==> src/rtl/sseg_pkg.sv <==
// Shared types and the hex-to-segment table for the seven-segment scan driver.
package sseg_pkg;

  typedef enum logic {
    BLANK = 1'b0,
    SHOW  = 1'b1
  } scan_state_e;

  // Active-high segment patterns, bit order {g,f,e,d,c,b,a}, indexed by nibble.
  localparam logic [6:0] SEG_LUT [16] = '{
    7'h3F, 7'h06, 7'h5B, 7'h4F, 7'h66, 7'h6D, 7'h7D, 7'h07,
    7'h7F, 7'h6F, 7'h77, 7'h7C, 7'h39, 7'h5E, 7'h79, 7'h71
  };

  function automatic logic [6:0] hex_to_seg(logic [3:0] nibble);
    return SEG_LUT[nibble];
  endfunction

endpackage

==> src/rtl/sseg_decoder.sv <==
// Combinational hex nibble to active-high seven-segment pattern.
module sseg_decoder
  import sseg_pkg::*;
(
  input  logic [3:0] nibble_i,
  output logic [6:0] seg_o
);

  // Pure table lookup; polarity is applied by the caller.
  always_comb begin
    seg_o = hex_to_seg(nibble_i);
  end

endmodule

==> src/rtl/sseg_scan_mux.sv <==
// Time-multiplexed common-anode seven-segment driver with a blanking gap
// between digits. Every pin comes straight from a flop.
module sseg_scan_mux
  import sseg_pkg::*;
#(
  parameter int DIGITS       = 4,
  parameter int BLANK_CYCLES = 2,
  parameter bit ACTIVE_LOW   = 1'b1
) (
  input  logic                  clk,
  input  logic                  rst_n,
  input  logic                  tick,
  input  logic [4*DIGITS-1:0]   digits,
  input  logic [DIGITS-1:0]     dp_in,
  input  logic [DIGITS-1:0]     blank_in,
  output logic [DIGITS-1:0]     an,
  output logic [6:0]            seg,
  output logic                  dp,
  output logic                  frame_done
);

  localparam int IDX_W = $clog2(DIGITS);
  localparam int CNT_W = (BLANK_CYCLES > 1) ? $clog2(BLANK_CYCLES) : 1;
  localparam logic [CNT_W-1:0]  CNT_LAST = CNT_W'(BLANK_CYCLES - 1);
  localparam logic [IDX_W-1:0]  IDX_LAST = IDX_W'(DIGITS - 1);
  localparam logic [DIGITS-1:0] AN_OFF   = {DIGITS{ACTIVE_LOW}};
  localparam logic [6:0]        SEG_OFF  = {7{ACTIVE_LOW}};
  localparam logic [DIGITS-1:0] AN_ONE   = {{(DIGITS-1){1'b0}}, 1'b1};

  if (DIGITS < 2 || DIGITS > 8) begin : gBadDigits
    $fatal(1, "sseg_scan_mux: DIGITS must be within 2..8");
  end
  if (BLANK_CYCLES < 1) begin : gBadBlank
    $fatal(1, "sseg_scan_mux: BLANK_CYCLES must be at least 1");
  end

  scan_state_e       state_q;
  logic [CNT_W-1:0]  cnt_q;
  logic [IDX_W-1:0]  idx_q;
  logic [3:0]        snapNibble_q;
  logic              snapDp_q;
  logic              snapBlank_q;
  logic [DIGITS-1:0] an_q;
  logic [6:0]        seg_q;
  logic              dp_q;
  logic              frameDone_q;

  logic [3:0]        nibble_d;
  logic              dpReq_d;
  logic              dark_d;
  logic [6:0]        decSeg;
  logic [6:0]        litSeg_d;
  logic              litDp_d;
  logic [DIGITS-1:0] anHot_d;
  logic [IDX_W-1:0]  idxNext_d;

  // While blanking, look at the live inputs so they can be captured on the
  // way into SHOW; while showing, only the captured snapshot matters.
  always_comb begin
    nibble_d = snapNibble_q;
    dpReq_d  = snapDp_q;
    dark_d   = snapBlank_q;
    if (state_q == BLANK) begin
      nibble_d = digits[{idx_q, 2'b00} +: 4];
      dpReq_d  = dp_in[idx_q];
      dark_d   = blank_in[idx_q];
    end
  end

  sseg_decoder uDecoder (
    .nibble_i (nibble_d),
    .seg_o    (decSeg)
  );

  // Active-high pin values for the digit being shown, plus the next index.
  always_comb begin
    litSeg_d  = dark_d ? 7'h00 : decSeg;
    litDp_d   = dpReq_d & ~dark_d;
    anHot_d   = AN_ONE << idx_q;
    idxNext_d = (idx_q == IDX_LAST) ? '0 : idx_q + 1'b1;
  end

  // Scan FSM with registered pins: blank for BLANK_CYCLES, then show until tick.
  always_ff @(posedge clk or negedge rst_n) begin
    if (!rst_n) begin
      state_q      <= BLANK;
      cnt_q        <= '0;
      idx_q        <= '0;
      snapNibble_q <= '0;
      snapDp_q     <= 1'b0;
      snapBlank_q  <= 1'b0;
      an_q         <= AN_OFF;
      seg_q        <= SEG_OFF;
      dp_q         <= ACTIVE_LOW;
      frameDone_q  <= 1'b0;
    end else begin
      frameDone_q <= 1'b0;
      case (state_q)
        BLANK: begin
          an_q  <= AN_OFF;
          seg_q <= SEG_OFF;
          dp_q  <= ACTIVE_LOW;
          if (cnt_q == CNT_LAST) begin
            state_q      <= SHOW;
            cnt_q        <= '0;
            snapNibble_q <= nibble_d;
            snapDp_q     <= dpReq_d;
            snapBlank_q  <= dark_d;
            an_q         <= anHot_d ^ AN_OFF;
            seg_q        <= litSeg_d ^ SEG_OFF;
            dp_q         <= litDp_d ^ ACTIVE_LOW;
          end else begin
            cnt_q <= cnt_q + 1'b1;
          end
        end
        SHOW: begin
          if (tick) begin
            state_q     <= BLANK;
            idx_q       <= idxNext_d;
            frameDone_q <= (idx_q == IDX_LAST);
            an_q        <= AN_OFF;
            seg_q       <= SEG_OFF;
            dp_q        <= ACTIVE_LOW;
          end else begin
            an_q  <= anHot_d ^ AN_OFF;
            seg_q <= litSeg_d ^ SEG_OFF;
            dp_q  <= litDp_d ^ ACTIVE_LOW;
          end
        end
        default: begin
          state_q <= BLANK;
          cnt_q   <= '0;
        end
      endcase
    end
  end

  assign an         = an_q;
  assign seg        = seg_q;
  assign dp         = dp_q;
  assign frame_done = frameDone_q;

endmodule

==> config.mk <==
export PLATFORM = sky130hd
export DESIGN_NAME = sseg_scan_mux
export DESIGN_NICKNAME = d
export VERILOG_FILES = /design/src/rtl/sseg_pkg.sv /design/src/rtl/sseg_decoder.sv /design/src/rtl/sseg_scan_mux.sv
export SDC_FILE = /design/constraint.sdc
export NUM_CORES = 1
export LEC_CHECK = 0
export CAP_MARGIN = 20
export CORE_MARGIN = 3
export CORE_UTILIZATION = 42
export CTS_CLUSTER_DIAMETER = 120
export DETAILED_ROUTE_END_ITERATION = 8
export HOLD_SLACK_MARGIN = 0.05
export MAX_ROUTING_LAYER = met4
export PLACE_DENSITY = 0.75
export SYNTH_ARGS = -nofsm -noshare
export SYNTH_HDL_FRONTEND = slang
export SYNTH_HIERARCHICAL = 1
export SYNTH_SLANG_ARGS = --single-unit
==> constraint.sdc <==
create_clock -name clk -period 2.05 [get_ports clk]
set_input_delay 0.205 -clock clk [delete_from_list [all_inputs] [get_ports clk]]
set_output_delay 0.205 -clock clk [all_outputs]
set_load 0.005 [all_outputs]
# Word level (Yosys, flattened, before mapping)
# Memories as Yosys holds them, arrays and structs flattened.
# Cells that the tools add are included.
[totals]
rom_bits = 112
n_memories = 1
out_inout_bits = 13
word_cells = 53
regBits = 23
in_bits = 27
[op_classes]
n_eq_ne = 1
reduce_logical = 2
muxes = 26
shift = 2
n_lt_le_gt_ge = 2
n_bitwise = 7
n_addsub = 2
[memory_table]
columns = ["memory", "depth", "width", "read_ports", "rd_clocked_by_memory_dff", "write_ports", "line_no", "source"]
rows = [
  ["(name not given)", 16, 7, 1, 0, 0, "sseg_pkg.sv:16", "return SEG_LUT[nibble];"],
]
[ops]
columns = ["operator", "n"]
rows = [
  ["$mux 7", 5],
  ["$shiftx 16x5->4", 1],
  ["$pmux 7 s2", 1],
  ["$mux 4", 3],
  ["$mux 1", 11],
  ["$pmux 4 s2", 1],
  ["$not 7->7", 1],
  ["$ge 5x5->1 const B", 1],
  ["$not 4->5", 1],
  ["$bmux 1 s2", 2],
  ["$not 4->4", 1],
  ["$pmux 1 s2", 2],
  ["$reduce_and 2->1", 2],
  ["$shl 1x2->4 const A", 1],
  ["$lt 2x3->1 const B", 1],
  ["$not 1->1", 3],
  ["$add 2x1->2 const B", 1],
  ["$eq 2x2->1 const B", 1],
  ["$mux 2", 1],
  ["$add 1x1->1 const B", 1],
  ["$and 1x1->1", 1],
]

# Logic depth before layout (Yosys ltp)
[depth]
depth_word = 10
ltp_mapped = 9
mapped_depth_nobuf = 8

# Modules after synthesis
# Netlist, hierarchy kept.
[modules_own_cells]
columns = ["mod", "cells_per_inst", "area_per_inst_um2", "instances", "seq_area_each_um2"]
rows = [
  ["sseg_scan_mux", 95, 1101.1, 1, 590.6],
  ["sseg_decoder", 34, 289.0, 1, 0.0],
]

# Least setup slack after synthesis
# Ideal clock, no wire load.
[synth_timing]
kind = "flip-flop to flip-flop"
startpoint = "reg idx_q[0]"
endpoint = "reg seg_q[3] (netlist: seg[3])"
setup_slack_ns = -0.141
setup_ns = 0.061
t_arrival_ns = 2.130
path_buffers = 1
synth_period_minus_slack_ns = 2.191
stages_incl_launch_ff = 10
t_required_ns = 1.989
path_cell_list = "dfrtp_1 > buf_6 > mux4_1 > nand2_1 > nand2_1 > inv_1 > ha_1 > inv_1 > mux4_2 > nand2_1"
[synth_via]
elab_chain_cells = 10
word_cells_on_any_way = 14
classes_between = "1 x shift; 10 x mux; 2 x bitwise; 1 x memory"
[synth_rtl]
columns = ["element", "line_no", "source"]
rows = [
  ["start: declaration", "sseg_scan_mux.sv:39", "logic [IDX_W-1:0] idx_q;"],
  ["start signal: assignment", "sseg_scan_mux.sv:119", "idx_q <= idxNext_d;"],
  ["$shiftx 16x5->4 (*)", "sseg_scan_mux.sv:64", "nibble_d = digits[{idx_q, 2'b00} +: 4];"],
  ["$mux 4 (*)", "sseg_scan_mux.sv:63", "if (state_q == BLANK) begin"],
  ["net nibble_d[1]", "sseg_scan_mux.sv:48", "logic [3:0] nibble_d;"],
  ["$not 4->5 (not written as such) (*)", "sseg_pkg.sv:16", ""],
  ["$mem_v2 16x7 (*)", "--", ""],
  ["$mux 7 (not written as such) (*) (2 in series)", "sseg_pkg.sv:16", ""],
  ["net decSeg[3]", "sseg_scan_mux.sv:51", "logic [6:0] decSeg;"],
  ["$mux 7 (*)", "sseg_scan_mux.sv:77", "litSeg_d = dark_d ? 7'h00 : decSeg;"],
  ["$not 7->7 (no line) (*)", "--", ""],
  ["$mux 7, on equally long branches", "sseg_scan_mux.sv:117, sseg_scan_mux.sv:103", ""],
  ["$pmux 7 s2 (*)", "sseg_scan_mux.sv:98", "case (state_q)"],
  ["end signal: assignment", "sseg_scan_mux.sv:110", "seg_q <= litSeg_d ^ SEG_OFF;"],
  ["end signal: assignment", "sseg_scan_mux.sv:126", "seg_q <= litSeg_d ^ SEG_OFF;"],
  ["end: declaration", "sseg_scan_mux.sv:44", "logic [6:0] seg_q;"],
]
# The timed path passes the listed nets; every way through them passes the cells marked *. The select of a mux whose other input is x is not followed.
# A chain may end at the register's enable or synchronous reset.

# Worst setup path in the final report
# Ends and elaborated chain as after synthesis.

==> impl_metrics.py <==
metrics = {
    "cells_and_area": {
        "drive_above_1_share": 0.342,
        "fillers": 260,
        "area_growth_pct": 47.3,
        "nets": 223,
        "antenna_cells": 0,
        "final_core_util": 0.660,
    },
    "timing": {
        "period_needed_ns": 2.03,
        "rsz0062_at_grt": "yes",
        "setup_ws_ns": 0.0180,
        "clock_skew_ns": 0.00161,
        "fin_crit_sh": 0.991,
        "fmax_mhz": 492,
        "slew_violations": 0,
        "hold_viol": 0,
        "tns_ns": 0,
        "worst_slew_pin_slew_ns": 0.440,
        "setup_viol": 0,
        "max_slew_margin": 0.706,
    },
    "logic_synthesis": {
        "synth_area_sq_mm": 0.00139,
        "synth_top_cell_area_share": 0.227,
        "synth_fp_nets": 167,
        "avgSynthCellArea_sq_um": 10.8,
        "yosys.area.top_type": "dfstp_2",
        "synth.area.top_cells": "dfstp_2 23%, dfrtp_1 20%, nand2_1 10%, ha_1 9.9%, mux4_1 7.6%",
        "synth_cell_types": 36,
        "yosysSeqAreaShare": 0.425,
        "syn_inst": 129,
        "ys_seq_elements": 23,
        "ys_warn_count": 6,
    },
    "detailed_routing": {
        "routedWlPerCell_um": 13.0,
        "met1_length_mm": 1.22,
        "avgViaCountPerCell": 4.90,
        "postRouteAntennaNets": 0,
        "dr_wl_met3_um": 155,
        "dr.pass1.iters": 4,
        "initialDrtViolationCount": 30,
        "wl_mm": 2.96,
        "dr_wl_met2_mm": 1.54,
        "routed.top_layer": "met4",
        "vias": 1118,
        "remaining_drc_errors": 0,
    },
    "floorplan": {
        "dieArea_sq_mm": 0.00404,
        "die_y_um": 63.5,
        "fp-row-count": 20,
        "io_pins": 40,
        "core_sq_mm": 0.00310,
        "die-width_um": 63.5,
        "start_util": 0.448,
    },
    "worst_setup_path": {
        "crit_type": "reg -> reg",
        "crit_chain": "mux4_2 -> nand2_2 -> nand2_4 -> inv_4 -> ha_4 -> mux4_2 -> nand2_2",
        "max_stage_delay_ns": 0.54,
        "critPathArrivalTime_ns": 2.28,
        "end_kind": "register",
        "cp_slowest_cell": "mux4_2",
        "path_delay_family": "multiplexers",
        "worst_ep_required_time_ns": 2.30,
        "cp.buffers_inverters": 1,
        "startpoint_type": "register",
        "path_max_fanout": 5,
    },
    "placed_design": {
        "place_hpwl_mm": 2.41,
        "pre_cts_ws_ns": -0.104,
        "routabilityCongestion": 0.802,
        "place.port_buffers": 39,
    },
    "global_routing": {
        "grt_pass1_vias": 1192,
        "grt_pass1_wl_mm": 5.01,
        "grt_max_degree": 24,
        "grt_overflow": 0,
        "antenna_found_initial": 0,
        "grt_usage": 0.157,
    },
    "clocking": {
        "cts_tree": "yes",
        "clock-root-buffer": "clkbuf_4",
        "cts_sinks": 23,
        "path_clk_slew_ns": 0.12,
        "numCtsBuffers": 3,
        "htreeDepth": 1,
        "clk_latency_ns": 0.30,
        "cts.path.max_buffers": 2,
    },
    "power_and_ir_drop": {
        "cellLeakagePower_nw": 0.905,
        "peakVddDrop_mv": 0.705,
        "powerDensity_mw_per_mm2": 1640,
    },
    "run_status": {
        "outcome": "complete, no violations",
    },
    "flow_run": {
        "max_cap_viol_count": 0,
    },
    "min_path": {
        "holdCritPathClass": "in -> async",
    },
}
==> per-stage QoR <==
| step | instance area (sq um) | power [mW] | cells | hold slack, ns |
|---|---|---|---|---|
| floorplan | 1390 | 2.13 | 129 | -0.0906 |
| global placement | 1920 | 2.79 | 223 | 0.425 |
| detailed placement | 1920 | 2.88 | 223 | 0.439 |
| CTS | 1950 | 3.08 | 227 | 0.240 |
| global route | 2050 | 3.62 | 228 | 0.262 |
| finish | 2050 | 3.37 | 228 | 0.243 |
==> final cells by class <==
cell class                 count  area, sq um  area share
timing repair buffer          57          529       0.258
clock inverter                 1         5.00     0.00244
multi-input combinational     90          800       0.390
inverter                      10         45.0      0.0220
tap                           44         55.1      0.0269
clock buffer                   3         22.5      0.0110
sequential                    23          592       0.289
==> Yosys cell counts, drive strengths merged <==
library cell	n
a221oi	1
a32oi	1
a21o	3
o21ai	2
mux2i	2
clkbuf	2
and3b	1
and3	1
nor3	2
and2b	2
mux4	6
nor2	2
a21oi	1
nand2b	2
xnor2	2
a22oi	3
dfrtp	11
nand3b	1
dfstp	12
nor2b	2
inv	10
nand2	37
nor3b	1
mux2	3
o31ai	1
or3b	1
ha	11
o22ai	1
a2bb2oi	1
buf	4
==> routing by layer <==
layer,track usage,up-vias
met5,-,-
met4,0.0485,0
met3,0.0250,4
met2,0.275,39
met1,0.185,531
li1,-,544
==> repair_timing <==
item,CTS,global route
gates resized for setup,1,20
buffers inserted,0,1
hold buffers,0,0
pin swaps,0,7
setup endpoints to repair,4,7
gates cloned,0,0
==> registers in the layout (all words and copies together) (netlist names) <==
signal        flops
frame_done        1
seg               7
snapDp_q          1
an                4
cnt_q             1
state_q           1
snapBlank_q       1
dp                1
snapNibble_q      4
idx_q             2
==> power by group <==
| group | switching (mW) | leakage (nW) | internal [mW] | total, mW |
|---|---|---|---|---|
| combinational | 1.10 | 0.627 | 1.24 | 2.33 |
| sequential | 0.129 | 0.261 | 0.707 | 0.836 |
| clock | 0.123 | 0.0177 | 0.0727 | 0.196 |
| total | 1.35 | 0.905 | 2.02 | 3.37 |
==> cells in the final DEF (no fill, tap or decap), types with 2 or more instances in the layout <==
master           Yosys  final
a21o_1               2      2
a22oi_1              3      3
and2b_1              2      2
buf_4                1     17
clkbuf_4             0      3
clkdlybuf4s50_1      0     39
dfrtp_1             11     10
dfstp_2             12     12
ha_1                11      6
ha_2                 0      2
ha_4                 0      3
inv_1                9      7
mux2_2               3      3
mux2i_1              2      2
mux4_1               4      2
mux4_2               2      4
nand2_1             37     31
nand2_2              0      4
nand2_4              0      2
nand2b_1             2      2
nor2_1               2      2
nor3_1               2      2
xnor2_1              2      2
==> path summary, 6_finish.rpt <==
check	end	cells after the start	start	slack [ns]
max	seg[3]$_DFF_PN1_	7	idx_q[0]$_DFFE_PN0P_	0.02
min	snapDp_q$_DFFE_PN0P_	2	rst_n	0.24
max reg2reg	seg[3]$_DFF_PN1_	7	idx_q[0]$_DFFE_PN0P_	0.02
min reg2reg	dp$_DFF_PN1_	1	snapDp_q$_DFFE_PN0P_	0.45
max in group asynchronous	seg[1]$_DFF_PN1_	2	rst_n	1.54
min in group clk	dp$_DFF_PN1_	1	snapDp_q$_DFFE_PN0P_	0.45
==> kinds of logic after synthesis <==
| kind of cell | after synthesis | synth area share |
|---|---|---|
| flip-flops | 23 | 0.425 |
| buffers and inverters | 16 | 0.0576 |
| XOR/XNOR | 2 | 0.0126 |
| AND/OR/NAND/NOR | 52 | 0.169 |
| AO/OA/AOI/OAI | 14 | 0.0900 |
| multiplexers | 11 | 0.147 |
| adder cells (fa/ha/maj) | 11 | 0.0990 |
(Power assumes the default switching activity.)
==> patch (same settings) <==
Change the parameter `BLANK_CYCLES` from 2 to 1.
--- a/src/rtl/sseg_scan_mux.sv
+++ b/src/rtl/sseg_scan_mux.sv
@@ -4,7 +4,7 @@
   import sseg_pkg::*;
 #(
   parameter int DIGITS       = 4,
-  parameter int BLANK_CYCLES = 2,
+  parameter int BLANK_CYCLES = 1,
   parameter bit ACTIVE_LOW   = 1'b1
 ) (
   input  logic                  clk,
Function: changed (Yosys sat finds a counterexample within 4 cycles, from zero or initial values and one cycle with rst_n low).
==> patch against the unedited design <==
  * The run now ends with negative setup slack left
  * Sequential cell count fell by 1
  * Cell area is 0.55% lower
  * Critical endpoint is now seg[4]$_DFF_PN1_
  * Count of clock-buffer cells in the layout unchanged
  * Setup slack worse by 160 ps
  * Synthesized area shrank 4.9%
  * Routed wire length rose by 1.4%
  * Power shrank 13%
==> patch: results (changes against the unedited design) <==
| Metric | Value |
|---|---|
| Status | complete, but fails checks |
| Failing checks | negative setup slack |
| Setup violations, final | 6 (+6) |
| Placed Cells | 196 (-12%) |
| Clock group power | 0.338 mW (+72%) |
| Post-cts sizing count | 11 (+10) |
| Pre-Repair DR Iteration Count | 5 (+1) |
| DP Worst Slack | -241.2 ps (-137.3 ps) |
| GPL Wtd Cong | 0.8207 (+2.3%) |
| Worst-Margin Slew | 472.9 ps (+32.96 ps) |
| First-pass GRT wire length | 4.947 mm (-1.2%) |
| Iter 0 DRT Violations | 47 (+57%) |
| Unique masters post-synth | 33 (-8.3%) |
| Peak supply drop | 0.7738 mV (+9.7%) |
| Fin worst setup slack | -143.3 ps (-161.3 ps) |
| Routed Wire Length | 2.999 mm (+1.4%) |
| Seq pwr share | 26.2% (+1.4 points) |
| Top post-synthesis cells by area | dfstp_2 24%, dfrtp_1 19%, ha_1 10% |
| Arr. time, crit path | 2430 ps (+150 ps) |
| Non-Filler Instances | 206 (-9.6%) |
| Seq/Total Area, Yosys | 42.76% (+0.28 points) |
| Share of layout cells above drive strength 1 | 43.29% (+9.1 points) |
| Leakage power | 0.8715 nW (-3.7%) |
| Final Skew | 7.317 ps (+5.704 ps) |
| Setup TNS | -544.4 ps (-544.4 ps) |
| Detail Placement HPWL | 2.109 mm (-12%) |
| Switching Share | 34.27% (-5.8 points) |
| Syn Nets | 145 (-13%) |
| Vias in the first global route | 1097 (-8.0%) |
| Vias | 1039 (-7.1%) |
| Mapped Avg Cell Area | 12.36 um2 (+15%) |
| Area after DPL | 0.001869 mm2 (-2.7%) |
| Total track usage | 16.34% (+0.61 points) |
| Top cells by count, synth | 12 x dfstp_2, 12 x mux2_2, 12 x nand2_1 |
| Hold Path Class | primary input to asynchronous set/reset pin |
| Power Density | 1435 mW/mm2 (-13%) |
| Post-CTS setup buffer count | 4 (+4) |
[patch: cell count changes after synthesis, moves of 2 or more]
cell | unedited run | this run
mux2_2 | 3 | 12
nand2_1 | 37 | 12
nor2b_1 | 2 | 4
nand2b_1 | 2 | 0
a22oi_1 | 3 | 1
xnor2_1 | 2 | 0
clkbuf_1 | 2 | 0
mux4_1 | 4 | 2
mux2i_1 | 2 | 5
[patch: critical path, cell delays in order, from the launching register on]
cell     delay (ps)
dfrtp_2         450
buf_4           130
buf_4           100
mux4_2          530
mux2_4          340
mux2_4          320
o21ai_2         140
nand2_1          90
[patch: layer usage]
layer	vias up	part of all wire [%]	global-route usage (%)	wire length (um)
met5	-	0	-	0
met4	0	1.5	3.867	46
met3	6	5.6	2.703	167
met2	41	53	30.91	1603
met1	496	39	17.79	1181
li1	496	-	-	-
[patch: worst paths after layout]
path | end | slack (ps) | cells past startpoint
max | seg[4]$_DFF_PN1_ | -140 | 7
max in group asynchronous | seg[2]$_DFF_PN1_ | 1550 | 2
max reg2reg | seg[4]$_DFF_PN1_ | -140 | 7
min | frame_done$_DFF_PN0_ | 220 | 2
min in group clk | snapNibble_q[2]$_DFFE_PN0N_ | 520 | 1
min reg2reg | snapNibble_q[2]$_DFFE_PN0N_ | 520 | 1
[patch: cells by family after synthesis]
group                    Yosys count  synth area share, %
buffers and inverters             14                5.581
AO/OA/AOI/OAI                     14                8.799
flip-flops                        22                42.76
AND/OR/NAND/NOR                   23                8.231
multiplexers                      23                24.22
adder cells (fa/ha/maj)           11                10.41
[patch: final cells by class]
class,count,area (um2)
timing repair buffer,57,541.8
clock buffer,3,22.52
clock inverter,1,30.03
inverter,9,41.29
fill,196,839.6
sequential,22,566.8
tap,42,52.55
multi-input combinational,72,782.0
